==> src/rtl/fakepll7_seq.sv <==
// Power-up / lock sequencer for the fakepll7 macro: holds the PLL in reset, waits for a
// stable freqlock, then releases the output clock enables and recovers from lock loss.
module fakepll7_seq #(
    parameter int NOUT   = 8,
    parameter int RSTW   = 16,
    parameter int LOCKTO = 4096,
    parameter int STABLE = 64,
    parameter int CNTW   = 16
) (
    input  logic              clk,
    input  logic              nreset,
    input  logic              go,
    input  logic              bypass_req,
    input  logic [7:0]        cfg_divin,
    input  logic [15:0]       cfg_divfb,
    input  logic [NOUT*8-1:0] cfg_divout,
    input  logic [NOUT-1:0]   cfg_clken,
    input  logic              pll_freqlock,
    output logic              pll_reset,
    output logic              pll_en,
    output logic              pll_bypass,
    output logic [7:0]        pll_divin,
    output logic [15:0]       pll_divfb,
    output logic [NOUT*8-1:0] pll_divout,
    output logic [NOUT-1:0]   pll_clken,
    output logic              ready,
    output logic              err_timeout,
    output logic [7:0]        lockloss_cnt,
    output logic [2:0]        state
);

    typedef enum logic [2:0] {
        S_OFF    = 3'd0,
        S_RST    = 3'd1,
        S_WAIT   = 3'd2,
        S_STABLE = 3'd3,
        S_RUN    = 3'd4,
        S_FAIL   = 3'd5
    } state_t;

    state_t          cur_state, next_state;
    logic [CNTW-1:0] cnt, next_cnt;
    logic            sync1, lock_s;
    logic            sh_bypass;
    logic [NOUT-1:0] sh_clken;
    logic            capture, loss;
    logic            next_bypass;

    always_comb begin
        next_state = cur_state;
        next_cnt   = cnt;
        capture    = 1'b0;
        loss       = 1'b0;
        if (!go) begin
            next_state = S_OFF;
            next_cnt   = '0;
        end else begin
            case (cur_state)
                S_OFF: begin
                    capture    = 1'b1;
                    next_cnt   = '0;
                    next_state = S_RST;
                end
                S_RST: begin
                    if (cnt == CNTW'(RSTW - 1)) begin
                        next_cnt   = '0;
                        next_state = sh_bypass ? S_RUN : S_WAIT;
                    end else begin
                        next_cnt = cnt + 1'b1;
                    end
                end
                S_WAIT: begin
                    if (lock_s) begin
                        next_cnt   = '0;
                        next_state = S_STABLE;
                    end else if (cnt == CNTW'(LOCKTO - 1)) begin
                        next_cnt   = '0;
                        next_state = S_FAIL;
                    end else begin
                        next_cnt = cnt + 1'b1;
                    end
                end
                S_STABLE: begin
                    // Any low sample restarts both the stability window and the lock timeout.
                    if (!lock_s) begin
                        next_cnt   = '0;
                        next_state = S_WAIT;
                    end else if (cnt == CNTW'(STABLE - 1)) begin
                        next_cnt   = '0;
                        next_state = S_RUN;
                    end else begin
                        next_cnt = cnt + 1'b1;
                    end
                end
                S_RUN: begin
                    if (!lock_s && !sh_bypass) begin
                        loss       = 1'b1;
                        next_cnt   = '0;
                        next_state = S_WAIT;
                    end
                end
                S_FAIL:  next_state = S_FAIL;
                default: next_state = S_OFF;
            endcase
        end
    end

    assign next_bypass = capture ? bypass_req : sh_bypass;
    assign state       = cur_state;

    // Outputs are registered from the next state so they line up with the state register.
    always_ff @(posedge clk or negedge nreset) begin
        if (!nreset) begin
            sync1        <= 1'b0;
            lock_s       <= 1'b0;
            cur_state    <= S_OFF;
            cnt          <= '0;
            sh_bypass    <= 1'b0;
            sh_clken     <= '0;
            pll_divin    <= '0;
            pll_divfb    <= '0;
            pll_divout   <= '0;
            pll_reset    <= 1'b1;
            pll_en       <= 1'b0;
            pll_bypass   <= 1'b0;
            pll_clken    <= '0;
            ready        <= 1'b0;
            err_timeout  <= 1'b0;
            lockloss_cnt <= '0;
        end else begin
            sync1     <= pll_freqlock;
            lock_s    <= sync1;
            cur_state <= next_state;
            cnt       <= next_cnt;
            if (capture) begin
                sh_bypass  <= bypass_req;
                sh_clken   <= cfg_clken;
                pll_divin  <= cfg_divin;
                pll_divfb  <= cfg_divfb;
                pll_divout <= cfg_divout;
            end
            pll_reset   <= (next_state == S_OFF) || (next_state == S_RST) || (next_state == S_FAIL);
            pll_en      <= (next_state == S_RST) || (next_state == S_WAIT) ||
                           (next_state == S_STABLE) || (next_state == S_RUN);
            pll_bypass  <= (next_state != S_OFF) && next_bypass;
            pll_clken   <= (next_state == S_RUN) ? sh_clken : '0;
            ready       <= (next_state == S_RUN);
            err_timeout <= (next_state == S_FAIL);
            if (loss && (lockloss_cnt != 8'hFF))
                lockloss_cnt <= lockloss_cnt + 8'd1;
        end
    end

endmodule
==> config.mk <==
export PLATFORM = sky130hd
export DESIGN_NAME = fakepll7_seq
export DESIGN_NICKNAME = d
export VERILOG_FILES = /design/src/rtl/fakepll7_seq.sv
export SDC_FILE = /design/constraint.sdc
export NUM_CORES = 1
export LEC_CHECK = 0
export BUFFER_PORTS_ARGS = -buffer_cell sky130_fd_sc_hd__buf_2
export CAP_MARGIN = 20
export CORE_AREA = 3 3 124 114
export CTS_CLUSTER_SIZE = 24
export DETAILED_ROUTE_END_ITERATION = 16
export DIE_AREA = 0 0 127 117
export PLACE_DENSITY = 0.8
export SYNTH_ARGS = -nofsm -noshare
export SYNTH_HDL_FRONTEND = slang
export SYNTH_SLANG_ARGS = --single-unit
==> constraint.sdc <==
create_clock -name clk -period 2 [get_ports clk]
set_input_delay 0.6 -clock clk [delete_from_list [all_inputs] [get_ports clk]]
set_output_delay 0.6 -clock clk [all_outputs]
set_load 0.1 [all_outputs]
## Word-level counts from Yosys, hierarchy flattened

Cells that the tools add are included.

| word-level totals | value |
|---|---|
| logic and storage cells | 72 |
| flip-flop bits (word level) | 139 |

| operators by class | value |
|---|---|
| equal/unequal tests | 16 |
| reductions and logical operators | 14 |
| multiplexer cells | 24 |
| add/sub/neg operators | 2 |

Operators by type and width:

| cell | count |
|---|---|
| $mux W16 | 7 |
| $pmux W16 S5 | 1 |
| $mux W3 | 8 |
| $pmux W3 S6 | 1 |
| $add A16 B1 Y16 const B | 1 |
| $eq A16 B12 Y1 const B | 1 |
| $eq A16 B4 Y1 const B | 1 |
| $eq A16 B6 Y1 const B | 1 |
| $eq A3 B2 Y1 const B | 4 |
| $eq A3 B3 Y1 const B | 4 |
| $add A8 B1 Y8 const B | 1 |
| $mux W8 | 1 |
| $ne A8 B8 Y1 const B | 1 |
| $eq A3 B1 Y1 const B | 2 |
| $logic_not A3 Y1 | 2 |
| $mux W1 | 6 |
| $ne A6 B1 Y1 const B | 1 |
| $logic_or A1 B1 Y1 | 5 |
| $logic_and A1 B1 Y1 | 3 |
| $ne A3 B3 Y1 const B | 1 |
| $reduce_bool A3 Y1 | 1 |
| $logic_not A1 Y1 | 2 |
| $reduce_and A2 Y1 | 1 |

## Depth between registers and ports, before layout

Gate-level depths: netlist of the first run.

| depth | value |
|---|---|
| depth in word-level cells | 9 |
| gate-level depth with buffers | 8 |
| mapped depth without buffers | 7 |

## Worst setup path before layout of the first run

No wires, ideal clock.

| path | value |
|---|---|
| kind | register to register |
| from | reg cur_state[0] (netlist: state[0]) |
| to | reg cnt[13] |
| data required time | 1884 ps |
| stages on the path, launching flop included | 9 |
| buffers on the path | 2 |
| arrival | 2624 ps |
| setup slack | -740 ps |
| period minus slack after synthesis | 2740 ps |
| path through | dfrtp_1 buf_2 nor3b_1 a2bb2oi_1 o31ai_4 a21boi_2 clkbuf_1 nand3_1 o311ai_0 |

| on the way | value |
|---|---|
| cells in the longest elaborated chain, start to end | 3 |

RTL lines:

| what | RTL line | source |
|---|---|---|
| start, declared | 41 | `state_t cur_state, next_state;` |
| start signal, assigned | 133 | `cur_state <= next_state;` |
| $eq A3 B3 Y1 (tied with other cells) | 58 | `case (cur_state)` |
| $pmux W16 S5 (tied with other cells) | 58 |  |
| $mux W16 / $reduce_and A2 Y1 (equally long branches) | -- |  |
| end signal, assigned | 134 | `cnt <= next_cnt;` |
| end, declared | 42 | `logic [CNTW-1:0] cnt, next_cnt;` |

Several ways; a longest one is shown, not always the timed one.
A chain may end at the register's enable or synchronous reset.

## Final worst setup path of the first run

| path | value |
|---|---|
| from | reg cnt[6] |
| to | reg pll_clken[3] |

| on the way | value |
|---|---|
| cells in the longest elaborated chain, start to end | 7 |

RTL lines:

| what | RTL line | source |
|---|---|---|
| $eq A16 B6 Y1 / $eq A16 B12 Y1 (equally long branches) | 88, 76 |  |
| $mux W3 (on tied branches) | 88, 76 |  |
| $mux W3 (on tied branches) | 85, 73 |  |
| $pmux W3 S6 (*) | 58 |  |
| $mux W3 (*) | 54 | `if (!go) begin` |
| $eq A3 B3 Y1 (*) | 146 | `pll_clken <= (next_state == S_RUN) ? sh_clken : '0;` |
| $mux W8 (*) | 146 |  |
| end signal, assigned | 146 |  |
| end, declared | 25 | `output logic [NOUT-1:0] pll_clken,` |

Mark *: on every way between the ends. The rest lies on a longest branch, timed or not.

==> impl_metrics.csv, run 1 <==
group,metric,value,unit
timing,finalMaxSlewViolations,0,
min_path,min_path_type,"input port to async pin",
die,die_area,14900,µm²
routing,ant_nets,0,
clock_tree,clk-insertion-delay-late,0.42,ns
setup_path,worstRegToRegCells,8,
logic_synthesis,yosysWarningCount,0,
global_routing,first_global_vias,4675,
logic_synthesis,number_of_storage_elements_in_the_synthesis_netlist,139,
die,die-width,127,µm
clock_tree,cts_root_buf,"sky130_fd_sc_hd__clkbuf_16",
logic_synthesis,synth_enable_flop_cells,0,
routing,postRouteWirelength,15400,µm
setup_path,cp.required,2.35,ns
pwr,max-vdd-ir-drop,1.11,mV
setup_path,reg2reg_from,"cnt[6]",
logic_synthesis,postSynth.topFlopCell,"sky130_fd_sc_hd__dfrtp_1",
clock_tree,worst_setup_hold_path_clk_slew,0.06,ns
place,finalWeightedCongestion,0.878,
logic_synthesis,post_synth_inst_count,411,
setup_path,crit_path_max_fanout,5,
layout,stdcell_area,8480,µm²
logic_synthesis,asyncSetResetFlopFracSynth,100,%
die,ioPinCount,213,
setup_path,r2r_setup_slack,-0.08,ns
logic_synthesis,synth_sequential_area_ratio,61.8,%
layout,layout-area-overhead-vs-synth,50.5,%
layout,num-nets-final,799,
timing,timing.final.crit_period,2.08,ns
timing,timing.clock.skew,0.0128,ns
clock_tree,cts_max_level,4,
pwr,comb_power_share,33.9,%
pwr,power_per_unit_of_standard_cell_area,1150,nW/µm²
global_routing,grt_start_max_net_pins,49,
global_routing,grt_antenna_before_repair,1,
setup_path,worstSetupPathType,"flip-flop to flip-flop",
setup_path,r2r_path_end,"pll_clken[3]",
pwr,sequentialPowerShare,33.9,%
timing,setup_ws,-0.0799,ns
status,outcome,"finished with violations",
place,placedInstanceArea,7500,µm²
die,die_height,117,µm
layout,final_cell_count_no_fill,873,
logic_synthesis,yosysUniqueCellTypes,45,
logic_synthesis,netlist_area,5630,µm²
layout,layout.cells.most_common,"sky130_fd_sc_hd__buf_2",
run,drv.max_cap_violation_count,0,
logic_synthesis,synthesis.area_per_instance,13.7,µm²
timing,timing_hold_violations_final,0,
pwr,power,9.77,mW
setup_path,worstSetupStartpointType,"flip-flop",
global_routing,grt_overflow,0,
routing,wl_per_cell,17.6,µm
status,violations_in_the_final_reports,"negative setup slack",
layout,commonest_cells_after_routing_fill_and_taps_aside,"sky130_fd_sc_hd__buf_2 (211), sky130_fd_sc_hd__dfrtp_1 (129), sky130_fd_sc_hd__mux2_2 (83)",
layout,antenna_diode_count,0,
clock_tree,number_of_buffers_inserted_by_hold_repair_at_cts,0,
timing,maxSlewHeadroom,64.7,%
layout,drive_above_1_share,66.0,%
global_routing,grt_first_pass_wirelength,23300,µm
clock_tree,cts_sinks,139,
global_routing,grtUsageTotal,20.0,%
clock_tree,numCtsBuffers,17,
pwr,share_clk_of_total_power,32.2,%
routing,drtIter0Drc,217,
place,io_buffers,212,
layout,filler_cell_count,914,
setup_path,data_arrival_critical_path,2.43,ns
place,dpl.hpwl,10700,µm
timing,grt_setup_unrepaired,"yes",
timing,timing.final.crit_share,104,%
timing,final-setup-viol-count,17,
die,core_region_area,12800,µm²
die,initial_util,44.0,%
pwr,sw_frac_of_total,40.7,%
place,place.detailed.instances,825,
timing,worst-slew-pin-transition,0.533,ns
clock_tree,clock_tree.buffer_depth,2,
routing,detail_route.drc_violations,0,
routing,detailroute.via_count,4533,
timing,max_freq,481,MHz
pwr,internal-power,5.79,mW
logic_synthesis,synth_fp_nets,514,
routing,first_pass_iters,4,
pwr,power.net_switching,3.98,mW
clock_tree,cts_tree,"built",
die,num_rows,39,
routing,drt-vias-per-instance,5.19,
setup_path,end_kind,"flip-flop",
pwr,power.static_leakage,4.09,nW
per-layer routing:
| metal | track usage (%) | vias up | routed length (µm) |
|---|---|---|---|
| met5 | 0 | - | 7 |
| met4 | 8.58 | 2 | 308 |
| met3 | 6.40 | 30 | 1170 |
| met2 | 34.0 | 205 | 8030 |
| met1 | 23.6 | 2250 | 5860 |
| li1 | - | 2046 | - |
power by group through the flow:
| stage | clock network (mW) | registers (mW) | logic (mW) |
|---|---|---|---|
| finish | 3.15 | 3.31 | 3.31 |
| global route | 3.36 | 3.35 | 3.41 |
| CTS | 3.22 | 3.32 | 3.31 |
| detailed placement | 0 | 3.36 | 3.29 |
| global placement | 0 | 3.33 | 3.25 |
| floorplan | 0 | 5.52 | 0.464 |
synthesized netlist by cell type, types with 6 or more instances:
| library cell | n | area, µm² |
|---|---|---|
| sky130_fd_sc_hd__dfrtp_1 | 138 | 3450 |
| sky130_fd_sc_hd__mux2_2 | 97 | 1090 |
| sky130_fd_sc_hd__nand2_1 | 29 | 109 |
| sky130_fd_sc_hd__nand3_1 | 17 | 85.1 |
| sky130_fd_sc_hd__nor2_1 | 17 | 63.8 |
| sky130_fd_sc_hd__clkbuf_1 | 11 | 41.3 |
| sky130_fd_sc_hd__and2_1 | 9 | 56.3 |
| sky130_fd_sc_hd__inv_1 | 8 | 30.0 |
| sky130_fd_sc_hd__a21o_1 | 6 | 45.0 |
| sky130_fd_sc_hd__a22o_1 | 6 | 52.6 |
| sky130_fd_sc_hd__xnor2_1 | 6 | 52.6 |
sequential cells by signal, indices dropped and copies added (netlist names):
signal and count:
sync1 1, sh_clken 8, state 3, lockloss_cnt 8
pll_divin 8, pll_bypass 1, ready 1, pll_divout 64
cnt 16, pll_clken 8, sh_bypass 1, pll_divfb 16
pll_reset 1, lock_s 1, pll_en 1, err_timeout 1
worst max-delay path: stages, from the launching register on:
cell                      delay, ns
sky130_fd_sc_hd__dfrtp_1       0.42
sky130_fd_sc_hd__buf_6         0.13
sky130_fd_sc_hd__nand3_2       0.10
sky130_fd_sc_hd__or4_4         0.54
sky130_fd_sc_hd__o32ai_2       0.13
sky130_fd_sc_hd__nor2_2        0.10
sky130_fd_sc_hd__nor4_4        0.29
sky130_fd_sc_hd__buf_4         0.18
sky130_fd_sc_hd__and2_1        0.12
cell type report:
class,count,area [µm²],share of cell area [%]
flip-flops and latches,139,3500,41.3
inverters,8,30.0,0.354
multi-input cells,250,2410,28.5
clock inverters,11,145,1.71
well taps,164,205,2.42
clock buffers,21,450,5.31
repair buffers,280,1730,20.4
how the worst max path moves through the flow:
stage	slack (ns)	to	cells past startpoint	startpoint
floorplan	-0.10	pll_divfb[10]	5	state[2]
global placement	-0.03	pll_clken[7]	8	cnt[0]
detailed placement	-0.13	pll_clken[3]	8	cnt[0]
CTS	-0.08	pll_clken[3]	7	cnt[6]
global route	-0.21	pll_clken[0]	7	cnt[6]
finish	-0.08	pll_clken[3]	8	cnt[6]
cells by family after synthesis:
kind of cell,Yosys count,synth area share [%]
AND/OR/NAND/NOR,99,9.31
buffers and inverters,23,1.62
XOR/XNOR,11,1.71
adder cells (fa/ha/maj),2,0.444
multiplexers,97,19.4
flip-flops,139,61.8
AO/OA/AOI/OAI,40,5.73
timing repair:
action / CTS / global route
pin swaps: 10 / 23
setup buffers: 6 / 7
endpoints found under the setup margin: 30 / 33
hold endpoints to repair: 0 / 0
resized for setup: 21 / 37
cloned: 2 / 1
stage by stage:
step | hold slack, ns | utilization [%] | setup TNS (ns) | setup WS (ns)
after global routing | 0.0977 | 66.3 | -3.15 | -0.209
after CTS | 0.0813 | 64.6 | -0.774 | -0.0764
after global placement | 0.337 | 58.7 | -0.225 | -0.0289
after detailed placement | 0.340 | 58.7 | -1.94 | -0.129
final | 0.0863 | 66.3 | -0.815 | -0.0799
after floorplan | 0.304 | - | -6.88 | -0.100
No activity file was read; power rests on OpenSTA's default activity.
==> run 2: changes to the inputs <==
--- a/config.mk
+++ b/config.mk
@@ -12,6 +12,7 @@
 export DETAILED_ROUTE_END_ITERATION = 16
 export DIE_AREA = 0 0 127 117
 export PLACE_DENSITY = 0.8
+export SETUP_SLACK_MARGIN = 0.2
 export SYNTH_ARGS = -nofsm -noshare
 export SYNTH_HDL_FRONTEND = slang
 export SYNTH_SLANG_ARGS = --single-unit
==> impl_metrics.csv, run 2 (synthesized netlist as in run 1, its figures left out) <==
group,metric,value,unit
timing,totalNegativeSetupSlack,-3.15,ns
timing,setup_ws,-0.159,ns
layout,registers.top_by_ff_count,"pll_divout",
clock_tree,cts_tree,"built",
layout,layout-area-overhead-vs-synth,76.2,%
pwr,power,10.6,mW
clock_tree,cts_root_buf,"sky130_fd_sc_hd__clkbuf_16",
clock_tree,clock_tree.buffer_depth,2,
clock_tree,numCtsBuffers,17,
routing,drt-vias-per-instance,5.46,
place,place.detailed.instances,821,
clock_tree,cts_sinks,139,
layout,filler_cell_count,682,
layout,antenna_diode_count,0,
place,dpl.hpwl,10200,µm
die,die_height,117,µm
layout,commonest_cells_after_routing_fill_and_taps_aside,"sky130_fd_sc_hd__buf_4 (134), sky130_fd_sc_hd__dfrtp_1 (128), sky130_fd_sc_hd__buf_2 (100)",
global_routing,grt_antenna_before_repair,0,
timing,final-setup-viol-count,32,
routing,detailroute.via_count,4940,
clock_tree,cts_max_level,4,
timing,timing.final.crit_share,108,%
setup_path,worstSetupPathType,"flip-flop to flip-flop",
place,io_buffers,212,
timing,timing.clock.skew,0.00821,ns
timing,grt_setup_unrepaired,"yes",
global_routing,grt_start_max_net_pins,43,
routing,wl_per_cell,21.6,µm
status,outcome,"finished with violations",
layout,num-nets-final,830,
die,die-width,127,µm
setup_path,cp_cell_sequence,"nor4_2 -> buf_4 -> nand3_4 -> o31ai_4 -> buf_6 -> a21boi_4 -> a21o_1 -> a22o_1",
timing,finalMaxSlewViolations,0,
setup_path,path_buf_inv,2,
setup_path,data_arrival_critical_path,2.47,ns
clock_tree,worst_setup_hold_path_clk_slew,0.06,ns
setup_path,critPathSlowestCell,"sky130_fd_sc_hd__dfrtp_1",
global_routing,grtUsageTotal,25.1,%
die,initial_util,44.0,%
timing,timing.final.crit_period,2.16,ns
timing,worst-slew-pin-transition,0.509,ns
place,pre_cts_ws,-0.0877,ns
global_routing,grt_first_pass_wirelength,28400,µm
layout,drive_above_1_share,69.9,%
place,finalWeightedCongestion,0.924,
setup_path,worstSetupStartpointType,"flip-flop",
routing,first_pass_iters,5,
pwr,power.static_leakage,4.79,nW
die,core_region_area,12800,µm²
die,num_rows,39,
setup_path,end_kind,"flip-flop",
global_routing,first_global_vias,5239,
timing,max_freq,463,MHz
routing,detail_route.drc_violations,0,
setup_path,slowest_delay,0.42,ns
timing,maxSlewHeadroom,66.3,%
clock_tree,clk-insertion-delay-late,0.42,ns
layout,max_reg_flops,64,
die,die_area,14900,µm²
setup_path,worst_path_dominant_cell_family,"compound AO/OA/AOI/OAI gates",
layout,top_regs,"pll_divout: 64 flops, cnt: 16 flops, pll_divfb: 16 flops",
min_path,min_path_type,"input port to async pin",
routing,drtIter0Drc,282,
pwr,power_per_unit_of_standard_cell_area,1070,nW/µm²
setup_path,crit_path_max_fanout,7,
layout,final_cell_count_no_fill,904,
status,violations_in_the_final_reports,"negative setup slack",
routing,postRouteWirelength,19500,µm
routing,ant_nets,0,
layout,layout.cells.most_common,"sky130_fd_sc_hd__buf_4",
run,drv.max_cap_violation_count,0,
timing,timing_hold_violations_final,0,
setup_path,cp.required,2.31,ns
die,ioPinCount,213,
pwr,max-vdd-ir-drop,1.15,mV
global_routing,grt_overflow,0,
[run 2: timing repair]
item	CTS	global route
setup endpoints to repair	225	150
pin swaps	37	23
hold buffers	0	0
cloned	13	0
buffers inserted	25	13
hold endpoints to repair	0	0
gates resized for setup	259	59
[run 2: per-stage QoR]
step	util [%]	hold WS, ns	cell area [µm²]
after floorplan	-	0.304	5940
after global placement	58.6	0.336	7500
after detailed placement	58.6	0.337	7500
after CTS	74.6	0.0523	9540
after global routing	77.6	0.0619	9920
final	77.6	0.0575	9920
[run 2: worst paths after layout]
path | from | to | slack (ns) | cells after the start
setup / recovery | cnt[6] | cnt[6] | -0.16 | 8
hold / removal | nreset | pll_divout[50] | 0.06 | 1
setup reg to reg | cnt[6] | cnt[6] | -0.16 | 8
hold reg to reg | sync1 | lock_s | 0.35 | 0
max in group asynchronous | nreset | pll_divout[22] | 1.27 | 2
min in group clk | pll_freqlock | sync1 | 0.28 | 1
[run 2: area by class of cell]
class	instances	area (µm²)	area share, %
Timing Repair Buffer	310	2620	26.4
Clock inverter	9	134	1.35
Clock buffer	23	508	5.12
Tap cell	164	205	2.07
Multi-Input combinational cell	251	2920	29.4
Sequential cell	139	3500	35.3
Inverter	8	30.0	0.303
[run 2: where the power goes]
part           internal (mW)  switching, mW  total, mW
Combinational           1.12           2.76       3.89
Clock                   2.16           1.19       3.35
Sequential              3.14          0.218       3.36
[run 2: metal layers]
layer / global-route usage [%] / share of wire, % / vias up
li1: - / - / 2110
met1: 28.2 / 37 / 2497
met2: 44.3 / 53 / 277
met3: 6.94 / 7.2 / 56
met4: 12.6 / 3.4 / 0
met5: 0 / 0 / -
